## src/rtl/gate_op_arbiter_pkg.sv

```systemverilog
// gate_ctrl_pkg: opcodes and result-register state encodings shared by the gate arbiter
package gate_ctrl_pkg;
  localparam logic [1:0] OP_NAND = 2'b00;
  localparam logic [1:0] OP_NOR  = 2'b01;
  localparam logic [1:0] OP_XOR  = 2'b10;
  localparam logic [1:0] OP_XNOR = 2'b11;
  typedef enum logic {ST_EMPTY = 1'b0, ST_FULL = 1'b1} state_t;
endpackage

```

## src/rtl/gate_op_arbiter_if.sv

```systemverilog
// gate_op_arbiter_if: requester and response handshake bundle
//   req_valid/req_ready/req_op/req_a/req_b : NREQ requesters, packed per requester
//   resp_valid/resp_ready/resp_id/resp_op/resp_data : single result port
interface gate_op_arbiter_if #(
  parameter int W = 8,
  parameter int NREQ = 4,
  parameter int IDW = 2
);
  logic [NREQ-1:0] req_valid;
  logic [NREQ-1:0] req_ready;
  logic [2*NREQ-1:0] req_op;
  logic [W*NREQ-1:0] req_a;
  logic [W*NREQ-1:0] req_b;
  logic resp_valid;
  logic resp_ready;
  logic [IDW-1:0] resp_id;
  logic [1:0] resp_op;
  logic [W-1:0] resp_data;
  modport master (
    output req_valid, req_op, req_a, req_b, resp_ready,
    input  req_ready, resp_valid, resp_id, resp_op, resp_data
  );
  modport slave (
    input  req_valid, req_op, req_a, req_b, resp_ready,
    output req_ready, resp_valid, resp_id, resp_op, resp_data
  );
endinterface

```

## src/rtl/gate_unit.sv

```systemverilog
// gate_unit: combinational W-bit NAND/NOR/XOR/XNOR selected by op
//   op : opcode, a/b : operands, y : bitwise result
module gate_unit
  import gate_ctrl_pkg::*;
#(
  parameter int W = 8
) (
  input  logic [1:0]   op,
  input  logic [W-1:0] a,
  input  logic [W-1:0] b,
  output logic [W-1:0] y
);
  always_comb y = op == OP_NAND ? ~(a & b) :
                  op == OP_NOR  ? ~(a | b) :
                  op == OP_XOR  ? a ^ b : ~(a ^ b);
endmodule

```

## src/rtl/gate_op_arbiter.sv

```systemverilog
// gate_op_arbiter: round-robin sharing of one gate unit among NREQ requesters
//   clk, rst_n : clock, synchronous active-low reset
//   bus        : requester handshakes in, registered result out (slave side)
//   op_count   : completed response handshakes, wraps at 16 bits
module gate_op_arbiter
  import gate_ctrl_pkg::*;
#(
  parameter int W = 8,
  parameter int NREQ = 4,
  parameter int IDW = 2
) (
  input  logic              clk,
  input  logic              rst_n,
  gate_op_arbiter_if.slave  bus,
  output logic [15:0]       op_count
);
  state_t state, state_n;
  logic [IDW-1:0] ptr, gnt, c;
  logic hit, accept;
  logic [1:0] g_op;
  logic [W-1:0] g_a, g_b, g_y;
  // search starts just past the last winner so every requester gets a turn
  always_comb begin
    gnt = '0;
    hit = 1'b0;
    c = '0;
    for (int k = 1; k <= NREQ; k++) begin
      c = IDW'((int'(ptr) + k) % NREQ);
      if (!hit && bus.req_valid[c]) begin
        hit = 1'b1;
        gnt = c;
      end
    end
    accept = rst_n && hit && (state == ST_EMPTY || bus.resp_ready);
    state_n = accept ? ST_FULL : bus.resp_ready ? ST_EMPTY : state;
    bus.req_ready = accept ? NREQ'(1) << gnt : '0;
  end
  assign g_op = bus.req_op[2*gnt +: 2];
  assign g_a = bus.req_a[W*gnt +: W];
  assign g_b = bus.req_b[W*gnt +: W];
  assign bus.resp_valid = state == ST_FULL;
  gate_unit #(.W(W)) u_gate (.op(g_op), .a(g_a), .b(g_b), .y(g_y));
  always_ff @(posedge clk)
    state <= !rst_n ? ST_EMPTY : state_n;
  always_ff @(posedge clk) begin
    if (!rst_n) begin
      ptr <= IDW'(NREQ - 1);
      bus.resp_id <= '0;
      bus.resp_op <= '0;
      bus.resp_data <= '0;
      op_count <= '0;
    end else begin
      if (accept) begin
        ptr <= gnt;
        bus.resp_id <= gnt;
        bus.resp_op <= g_op;
        bus.resp_data <= g_y;
      end
      if (bus.resp_valid && bus.resp_ready) op_count <= op_count + 16'd1;
    end
  end
endmodule

```

## src/flat_wrapper.sv

```systemverilog
// flat-port wrapper written by rule: the top's interface ports become plain ports
module gate_op_arbiter_flat import gate_ctrl_pkg::*;
#(
  parameter int W = 8,
  parameter int NREQ = 4,
  parameter int IDW = 2
)
  (clk, rst_n, op_count, bus_req_valid, bus_req_op, bus_req_a, bus_req_b, bus_resp_ready, bus_req_ready, bus_resp_valid, bus_resp_id, bus_resp_op, bus_resp_data);
  gate_op_arbiter_if #(.W(W), .NREQ(NREQ), .IDW(IDW)) bus_i ();
  input  logic clk;
  input  logic rst_n;
  output logic [15:0] op_count;
  input wire logic [$bits(bus_i.req_valid)-1:0] bus_req_valid;
  input wire logic [$bits(bus_i.req_op)-1:0] bus_req_op;
  input wire logic [$bits(bus_i.req_a)-1:0] bus_req_a;
  input wire logic [$bits(bus_i.req_b)-1:0] bus_req_b;
  input wire logic [$bits(bus_i.resp_ready)-1:0] bus_resp_ready;
  output wire logic [$bits(bus_i.req_ready)-1:0] bus_req_ready;
  output wire logic [$bits(bus_i.resp_valid)-1:0] bus_resp_valid;
  output wire logic [$bits(bus_i.resp_id)-1:0] bus_resp_id;
  output wire logic [$bits(bus_i.resp_op)-1:0] bus_resp_op;
  output wire logic [$bits(bus_i.resp_data)-1:0] bus_resp_data;
  assign bus_i.req_valid = bus_req_valid;
  assign bus_i.req_op = bus_req_op;
  assign bus_i.req_a = bus_req_a;
  assign bus_i.req_b = bus_req_b;
  assign bus_i.resp_ready = bus_resp_ready;
  assign bus_req_ready = bus_i.req_ready;
  assign bus_resp_valid = bus_i.resp_valid;
  assign bus_resp_id = bus_i.resp_id;
  assign bus_resp_op = bus_i.resp_op;
  assign bus_resp_data = bus_i.resp_data;
  gate_op_arbiter #(.W(W), .NREQ(NREQ), .IDW(IDW)) u_core (.clk(clk), .rst_n(rst_n), .bus(bus_i), .op_count(op_count));
endmodule
```

## config.mk

```make
export PLATFORM = sky130hd
export DESIGN_NAME = gate_op_arbiter_flat
export DESIGN_NICKNAME = d
export VERILOG_FILES = /design/src/rtl/gate_op_arbiter_pkg.sv /design/src/rtl/gate_op_arbiter_if.sv /design/src/rtl/gate_unit.sv /design/src/rtl/gate_op_arbiter.sv /design/src/flat_wrapper.sv
export SDC_FILE = /design/constraint.sdc
export NUM_CORES = 1
export LEC_CHECK = 0
export CAP_MARGIN = 5
export CORE_AREA = 2 2 55 108
export CTS_BUF_LIST = sky130_fd_sc_hd__clkbuf_8
export CTS_CLUSTER_DIAMETER = 150
export CTS_CLUSTER_SIZE = 10
export DETAILED_ROUTE_END_ITERATION = 8
export DIE_AREA = 0 0 57 110
export GPL_TIMING_DRIVEN = 0
export PLACE_DENSITY = 0.9
export SETUP_SLACK_MARGIN = 0.02
export SLEW_MARGIN = 30
export SYNTH_ARGS = -nofsm -noshare
export SYNTH_HDL_FRONTEND = slang
export SYNTH_HIERARCHICAL = 1
export SYNTH_SLANG_ARGS = --single-unit
```

## constraint.sdc

```tcl
create_clock -name clk -period 5.9 [get_ports clk]
set_clock_uncertainty 0.1 [all_clocks]
set_input_delay 1.18 -clock clk [delete_from_list [all_inputs] [get_ports clk]]
set_output_delay 1.18 -clock clk [all_outputs]
set_load 0.1 [all_outputs]
```

==> out/qor.csv, run 1 <==
stage;metric;value;unit
outcome;status;complete, no violations;
setup_path;cp-start-kind;primary input;
clock_network;max-clock-path-buffers;2;
placement;io_buffers;111;
sta;relSlewSlack;31.7;%
sta;setup_viol_count_final;0;
global_route;grt_max_degree;11;
floorplan;core;0.00542;mm2
setup_path;crit_path_end_kind;output pin;
setup_path;setup.reg_to_reg.worst_slack;3260;ps
placement;place_inst;473;
layout;syn_to_final_growth;51.9;%
sta;period_minus_slack;5210;ps
setup_path;path_max_fanout;10;
sta;hold_viol;0;
clock_network;cts_root_buf;clkbuf_8;
flow_run;max-cap-violations;0;
setup_path;worstPathArrival;3930;ps
power;power_density;270;mW/mm2
sta;timing.final.crit_share;88.4;%
clock_network;numCtsBuffers;5;
synth;synth_common_cells;55 x mux2i_1, 35 x nand2_1, 31 x dfxtp_1, 24 x nor2_1, 23 x inv_1;
setup_path;reg2regPathDepth;13;
synth;synth_most_common_cell;mux2i_1;
synth;synthFlopType;dfxtp_1;
synth;synthCells;302;
global_route;grt_usage;23.4;%
clock_network;clk_pin_slew;60;ps
setup_path;cpPeakStageDelay;1160;ps
sta;worst_slack;686;ps
placement;pre_cts_ws;680;ps
min_path;whs_path_depth;2;
synth;ys_warn_count;6;
global_route;grt_pass1_vias;2675;
global_route;grt_pass1_wl;11600;um
synth;synth_top_cell_by_area;dfxtp_1;
global_route;gr-total-overflow;0;
route;first_pass_iters;6;
setup_path;rr_endpoint;u_core/bus.resp_data[1]$_SDFFE_PN0P_;
synth;async_flop_share;0;%
sta;grt_setup_unrepaired;no;
sta;fin_tns_setup;0;ps
clock_network;cts_tree;done;
layout;fin_cells;481;
layout;drive_gt1_share;5.70;%
synth;avgSynthCellArea;8.21;um2
setup_path;required;4620;ps
floorplan;die_h;110;um
synth;synth_cell_types;34;
synth;syn-num-nets;398;
route;wire_per_inst;14.0;um
route;post-route-drc-count;0;
route;drt-total-wl;6760;um
synth;ys_ff_latch;31;
layout;final_nets;516;
power;ir_worst_vdd;0.205;mV
clock_network;htreeDepth;2;
floorplan;ios;112;
min_path;hold_path_end;u_core/bus.resp_data[7]$_SDFFE_PN0P_;
placement;place_area;0.00366;mm2
setup_path;reg2reg_from;u_core/ptr[1]$_SDFFE_PN1P_;
sta;whs;357;ps
min_path;min_from;u_core/bus.resp_data[7]$_SDFFE_PN0P_;
clock_network;cts_sinks;31;
clock_network;cts_setup_buffers;0;
floorplan;rows;38;
synth;ys_seq_area_share;25.0;%
route;drtIter0Drc;99;
setup_path;crit_chain;clkdlybuf4s50_1, nor2_1, nand2_1, and3_1, clkbuf_1, and3_1, clkdlybuf4s50_1;
floorplan;start_util;45.7;%
layout;fin_util;69.5;%
clock_network;worstSkewPairLatency;280;ps
layout;design_area;0.00376;mm2
route;viasPerCell;5.42;
sta;worstMarginPinSlew;1020;ps
power;leakagePower;1.66;nW
clock_network;cts.repair.resized;0;
clock_network;postCtsHoldBufs;0;
synth;synth_edf_count;0;
min_path;hp-class;reg -> reg;
layout;n_antenna_cell;0;
route;ant_nets;0;
floorplan;dieArea;0.00627;mm2
floorplan;fp.dieW;57;um
global_route;antenna_found_initial;0;
sta;maxSlewViolCount;0;
setup_path;slowest_stage;clkdlybuf4s50_1;
placement;hpwl;5740;um
sta;fmax;192;MHz
route;vias;2606;
power;total_power;1.01;mW
placement;routabilityCongestion;0.898;
synth;synth.area.top_cells;dfxtp_1 25%, mux2i_1 22%, ha_1 8.6%;
setup_path;path_class;in -> out;
synth;synth_top_area_share;25.0;%
synth;syn-cell-area;0.00248;mm2
placed cells by master (no fill, tap or decap), drive strengths merged, types with 2 or more instances in the layout:
cell type      Yosys  final
buf               12     12
ha                17     17
nand2             35     35
nand4              4      4
xnor2              6      6
or3                4      4
a211oi            10     10
mux2i             55     55
nor3               2      2
clkbuf             5     12
o221ai             2      2
o21ai             16     16
nor2              24     24
nand3             17     17
nand2b             4      4
a21oi             16     16
clkdlybuf4s50      0    111
inv               23     24
nor4               2      2
and3               6      6
xor2               6      6
dfxtp             31     31
metal layers:
metal  wire (um)  GRT usage (%)  vias up
met5           0              0        -
met4         250           13.5        0
met3         479           6.18       24
met2        3950           46.2      122
met1        2080           20.1     1182
li1            -              -     1278
kinds of logic after synthesis:
group | share of synthesized area [%]
mux | 22.2
simple gates | 18.6
buf+inv | 9.34
fa+ha+maj | 8.58
compound gates | 12.0
flops | 25.0
xor+xnor | 4.24
worst max-delay path: cells and delay by family:
kind,cells,cell delay (ps)
AND/OR/NAND/NOR,4,630
buffers and inverters,3,2100
how the worst max path moves through the flow:
| stage | startpoint | endpoint | slack (ps) | cells past startpoint |
|---|---|---|---|---|
| 2_1_floorplan | bus_req_valid[1] | bus_req_ready[3] | 1480 | 6 |
| 3_3_place_gp | bus_req_valid[3] | bus_req_ready[0] | 720 | 7 |
| 3_5_place_dp | bus_req_valid[3] | bus_req_ready[0] | 680 | 7 |
| 4_1_cts | bus_req_valid[3] | bus_req_ready[0] | 680 | 7 |
| 5_1_grt | bus_req_valid[3] | bus_req_ready[2] | 500 | 7 |
| 6_report | bus_req_valid[3] | bus_req_ready[0] | 690 | 7 |
state kept, by name, summed over array words and instances, names as in the netlist:
signal / cells
u_core/bus.resp_id: 2
u_core/bus.resp_valid: 1
u_core/ptr: 2
u_core/bus.resp_op: 2
u_core/bus.resp_data: 8
u_core/op_count: 16
power by group:
group	switching (mW)	leakage, nW	internal, mW	total (mW)
combinational	0.368	1.35	0.222	0.590
sequential	0.0140	0.254	0.233	0.247
clock	0.0735	0.0557	0.105	0.178
layout make-up:
type                            instances  area [um2]
Buffer                                 17         145
Timing Repair Buffer                  111        1110
Clock buffer                            7        96.3
Multi-Input combinational cell        231        1630
Clock inverter                          1        3.75
Inverter                               23        86.3
Tap cell                               60        75.1
Fill cell                             420        1660
Sequential cell                        31         621
(Power assumes the default switching activity.)
==> run 2: changes to the inputs <==
SLEW_MARGIN = not set   (was 30)
==> results of run 2 <==
Final layout, timing and power as in run 1 (identical DEF).
==> patch 1: new RTL, config.mk and constraints of run 1 <==
`W` is set to 8 in 4 places; all go to 10.
--- a/src/rtl/gate_op_arbiter_if.sv
+++ b/src/rtl/gate_op_arbiter_if.sv
@@ -2,7 +2,7 @@
 //   req_valid/req_ready/req_op/req_a/req_b : NREQ requesters, packed per requester
 //   resp_valid/resp_ready/resp_id/resp_op/resp_data : single result port
 interface gate_op_arbiter_if #(
-  parameter int W = 8,
+  parameter int W = 10,
   parameter int NREQ = 4,
   parameter int IDW = 2
 );
--- a/src/rtl/gate_unit.sv
+++ b/src/rtl/gate_unit.sv
@@ -3,7 +3,7 @@
 module gate_unit
   import gate_ctrl_pkg::*;
 #(
-  parameter int W = 8
+  parameter int W = 10
 ) (
   input  logic [1:0]   op,
   input  logic [W-1:0] a,
--- a/src/rtl/gate_op_arbiter.sv
+++ b/src/rtl/gate_op_arbiter.sv
@@ -5,7 +5,7 @@
 module gate_op_arbiter
   import gate_ctrl_pkg::*;
 #(
-  parameter int W = 8,
+  parameter int W = 10,
   parameter int NREQ = 4,
   parameter int IDW = 2
 ) (
--- a/src/flat_wrapper.sv
+++ b/src/flat_wrapper.sv
@@ -1,7 +1,7 @@
 // flat-port wrapper written by rule: the top's interface ports become plain ports
 module gate_op_arbiter_flat import gate_ctrl_pkg::*;
 #(
-  parameter int W = 8,
+  parameter int W = 10,
   parameter int NREQ = 4,
   parameter int IDW = 2
 )
Interface: changed (resized bus_req_a, bus_req_b and bus_resp_data); port bits go from 112 to 130. No check against the original RTL was run, so the function may have changed too.
==> patch 1 against run 1 <==
  * Count of clock-buffer cells in the layout decreased by 2
  * Routed wire length increased by 28%
  * Worst setup slack got worse by 0.19 ns
  * Die area unchanged
  * Cell count increased by 22%
  * Sequential cell count increased by 2
  * Maximum frequency decreased by 3.5%
  * Power increased by 12%
  * Highest routed layer unchanged
  * First-iteration DRC count increased by 100%
  * Hold slack got worse by 0.0039 ns
  * Sequential power increased by 8.9%
  * Largest cell class unchanged
  * Cell area increased by 12%
  * Area after synthesis increased by 11%
==> patch 1: results (changes against run 1) <==
| Metric | Value |
|---|---|
| Hold Startpoint | `u_core/bus.resp_data[9]` |
| Lkg Pwr | `1.77 nW (+7.0%)` |
| Netlist cell types | `36 (+5.9%)` |
| First-pass GRT wire length | `14100 um (+22%)` |
| Sequential Power | `0.269 mW (+8.9%)` |
| First-pass iteration count of the detailed router | `4 (-2)` |
| Root Buffer | `clkbuf_8` |
| Flop2flop setup slack | `3.01 ns (-0.25 ns)` |
| DR iter-0 viols | `200 (+100%)` |
| Gpl congestion | `0.882 (-1.7%)` |
| Internal Power | `0.579 mW (+3.5%)` |
| Largest net degree at the start of global routing | `11 (unchanged)` |
| Hold-critical path endpoint | `u_core/bus.resp_data[9]` |
| FF-to-FF Start | `u_core/ptr[0]` |
| Layout cells sized above 1 | `5.88% (+0.18 points)` |
| Vias in the first global route | `3318 (+24%)` |
| NumNets Final | `642 (+24%)` |
| CTS max path bufs | `2 (unchanged)` |
| Mean post-synth cell area | `7.06 um^2 (-14%)` |
| Warnings, synthesis | `6 (unchanged)` |
| Worst slew pin tran | `0.984 ns (-0.0367 ns)` |
| Final min period | `5.41 ns (+0.192 ns)` |
| Maximum vdd drop | `0.235 mV (+15%)` |
| Sequential cell area fraction in the yosys report | `24.0% (-1.0 points)` |
| Post-DP HPWL | `7300 um (+27%)` |
| Via density | `5.55 (+2.3%)` |
| Post-place setup slack | `0.517 ns (-0.163 ns)` |
| Top post-synthesis cells by area | `dfxtp_1 (24%), nand2_1 (11%), ha_1 (9.5%)` |
| Placed Cells | `579 (+22%)` |
| Placed Area | `4120 um^2 (+12%)` |
| Post-Syn Nets | `506 (+27%)` |
| Most common library cells after synthesis | `nand2_1 (81), dfxtp_1 (33), a211oi_1 (31)` |
| CTS buffer count | `5 (unchanged)` |
| Reg2reg path depth | `12 (-1)` |
| Sw Pwr | `0.554 mW (+22%)` |
| Biggest regs | `u_core/op_count: 16 flops, u_core/bus.resp_data: 10 flops` |
| Power Combinational | `0.704 mW (+19%)` |
| PortBufs | `129 (+16%)` |
| CP arrival | `4.13 ns (+0.20 ns)` |
| WL per Instance | `14.8 um (+5.1%)` |
| Hold slack | `0.353 ns (-0.00395 ns)` |
| Final Non-Filler Cells | `587 (+22%)` |
| Crit. Startpoint | `bus_req_valid[3]` |
| Hold WC Path Type | `flip-flop to flip-flop` |
| Outcome | `finished, final reports clean` |
| Total GRT Usage | `28.1% (+4.7 points)` |
| Reg2reg end | `u_core/bus.resp_data[0]` |
| Routed Antenna Nets | `0 (unchanged)` |
patch 1: cell count changes in the layout (fill, tap and decap cells not counted), moves of 4 or more:
cell | before | now
a211oi_1 | 9 | 31
a31oi_1 | 1 | 21
and2_1 | 0 | 21
buf_2 | 4 | 10
clkdlybuf4s50_1 | 111 | 129
ha_1 | 17 | 21
mux2i_1 | 55 | 7
nand2_1 | 35 | 81
o21ai_0 | 5 | 15
o21ai_1 | 11 | 1
patch 1: cell type report:
class | instances | area, um^2
multi-input combinational | 306 | 1840
timing repair buffer | 129 | 1290
fill | 414 | 1220
sequential | 33 | 661
buffer | 26 | 155
inverter | 25 | 93.8
tap | 60 | 75.1
clock buffer | 5 | 68.8
clock inverter | 3 | 13.8
patch 1: cell families (layout without fill, tap and decap cells):
| logic type | Yosys count | count (layout) | synth area share (%) |
|---|---|---|---|
| XOR/XNOR | 12 | 12 | 3.82 |
| buffers and inverters | 51 | 188 | 9.05 |
| flip-flops | 33 | 33 | 24.0 |
| AO/OA/AOI/OAI | 90 | 90 | 21.3 |
| multiplexers | 7 | 7 | 2.55 |
| adder cells (fa/ha/maj) | 21 | 21 | 9.55 |
| AND/OR/NAND/NOR | 176 | 176 | 29.8 |
patch 1: per-layer routing:
metal / wire length (um) / up-vias / GRT usage, %
met1: 2790 / 1467 / 24.5
met2: 5030 / 140 / 55.9
met4: 400 / 0 / 19.8
met5: 0 / - / 0
li1: - / 1617 / -
met3: 439 / 31 / 3.73
patch 1: worst max-delay path, cell delays in order:
cell             delay [ns]
clkdlybuf4s50_1        0.50
and3b_4                0.25
o31ai_4                0.48
buf_6                  0.23
buf_6                  0.16
and3_1                 0.18
clkdlybuf4s50_1        1.13
==> patch 2: new RTL, config.mk and constraints of run 1 <==
Made on the original files. Register the output `op_count` once more, with the module's reset; this adds one clock of latency there. The other outputs are not delayed to match.
--- a/src/rtl/gate_op_arbiter.sv
+++ b/src/rtl/gate_op_arbiter.sv
@@ -14,6 +14,8 @@
   gate_op_arbiter_if.slave  bus,
   output logic [15:0]       op_count
 );
+
+  logic [15:0] op_count_s0;
   state_t state, state_n;
   logic [IDW-1:0] ptr, gnt, c;
   logic hit, accept;
@@ -48,7 +50,7 @@
       bus.resp_id <= '0;
       bus.resp_op <= '0;
       bus.resp_data <= '0;
-      op_count <= '0;
+      op_count_s0 <= '0;
     end else begin
       if (accept) begin
         ptr <= gnt;
@@ -56,8 +58,16 @@
         bus.resp_op <= g_op;
         bus.resp_data <= g_y;
       end
-      if (bus.resp_valid && bus.resp_ready) op_count <= op_count + 16'd1;
+      if (bus.resp_valid && bus.resp_ready) op_count_s0 <= op_count_s0 + 16'd1;
     end
   end
+  always_ff @(posedge clk) begin
+    if (!rst_n) begin
+      op_count <= '0;
+    end else begin
+      op_count <= op_count_s0;
+    end
+  end
+
 endmodule
 
Check against the original RTL: not equivalent (Yosys sat finds a counterexample within 4 cycles, from zero or initial values and one cycle with rst_n low).
==> patch 2 against run 1 <==
  * Sequential cell count is 16 higher
  * Area after synthesis grew 14%
  * Cell area grew 9.2%
  * Largest power group unchanged
  * Cell count grew 5.6%
  * Power is 11% higher
  * Non-clock buffer count unchanged
  * Maximum frequency down 2.5%
  * Combinational power down 4.4%
  * Worst setup slack worse by 0.14 ns
  * Hold slack got worse by 0.00070 ns
  * Clock power is 16% higher
  * Routed wire length up 5.4%
==> patch 2: results (changes against run 1) <==
| Metric | Value |
|---|---|
| Outcome | `finished, final reports clean` |
| Hold-critical path endpoint | `u_core/bus.resp_data[2]` |
| Post-synth top area share | `33.3% (+8.3 points)` |
| First-pass GRT wire length | `11300 um (-2.0%)` |
| Flop2flop setup slack | `2.99 ns (-0.27 ns)` |
| Met2 WL post-DR | `4120 um (+4.4%)` |
| Via density | `5.23 (-3.5%)` |
| Total GRT Usage | `23.0% (-0.40 points)` |
| DR iter-0 viols | `56 (-43%)` |
| Maximum vdd drop | `0.221 mV (+7.9%)` |
| Reg2reg end | `u_core/bus.resp_data[5]` |
| Most common library cells after synthesis | `mux2i_1 (54), dfxtp_1 (47), nand2_1 (38)` |
| Biggest regs | `u_core/op_count: 16 flops, u_core/op_count_s0: 16 flops, u_core/bus.resp_data: 8 flops` |
| Reg2reg path depth | `11 (-2)` |
| Routed wl met3 | `472 um (-1.5%)` |
| Largest net degree at the start of global routing | `14 (+3)` |
| Met3 usage in global routing | `6.07% (-0.12 points)` |
| Post-DP HPWL | `6050 um (+5.3%)` |
| Sequential cell area fraction in the yosys report | `33.3% (+8.3 points)` |
| Met1 wire length | `2320 um (+12%)` |
| First-pass iteration count of the detailed router | `4 (-2)` |
| Post-Syn Nets | `425 (+6.8%)` |
| Sw Pwr | `0.473 mW (+3.9%)` |
| Slew headroom | `31.6% (-0.15 points)` |
| Netlist cell types | `31 (-8.8%)` |
| Gpl congestion | `0.872 (-2.9%)` |
| WL per Instance | `14.0 um (-0.24%)` |
| Top post-synthesis cells by area | `dfxtp_1 (33%), mux2i_1 (19%), ha_1 (7.5%)` |
| FF-to-FF Start | `u_core/ptr[0]` |
| Final Non-Filler Cells | `508 (+5.6%)` |
| Clock-pin slew on the worst setup and hold paths | `0.08 ns (+0.02 ns)` |
| Layout cells sized above 1 | `4.69% (-1.0 points)` |
| Placed Area | `4010 um^2 (+9.5%)` |
| Crit. Startpoint | `bus_req_valid[2]` |
| Placed Cells | `500 (+5.7%)` |
| Global routing usage on met2 | `46.9% (+0.66 points)` |
| Total power | `1.13 mW (+11%)` |
| NumNets Final | `543 (+5.2%)` |
| Lkg Pwr | `1.79 nW (+8.1%)` |
| CP arrival | `4.07 ns (+0.14 ns)` |
| Hold Startpoint | `u_core/bus.resp_data[2]` |
| M1 GR Usage | `19.8% (-0.29 points)` |
==> patch 2: metrics by stage <==
stage                     hold WS (ns)  setup slack [ns]
after floorplan                  0.350              1.24
after global placement           0.344             0.635
after detailed placement         0.346             0.584
after CTS                        0.358             0.569
after global routing             0.396             0.405
final                            0.357             0.550
==> patch 2: cell families after synthesis <==
family | count (synthesis) | synth area share [%]
AOI/OAI and AO/OA | 42 | 9.34
buffers and inverters | 36 | 6.07
adders and majority gates | 17 | 7.53
DFF | 47 | 33.3
xor gates and xnor gates | 15 | 4.65
and+or+nand+nor | 118 | 20.0
muxes | 54 | 19.1
==> patch 2: final cells by class <==
| type | count | area [um^2] |
|---|---|---|
| Inverter | 19 | 71.3 |
| Tap cell | 60 | 75.1 |
| Clock inverter | 1 | 3.75 |
| Fill cell | 421 | 1310 |
| Timing Repair Buffer | 111 | 1110 |
| Sequential cell | 47 | 941 |
| Buffer | 17 | 100 |
| Clock buffer | 7 | 96.3 |
| Multi-Input combinational cell | 246 | 1710 |
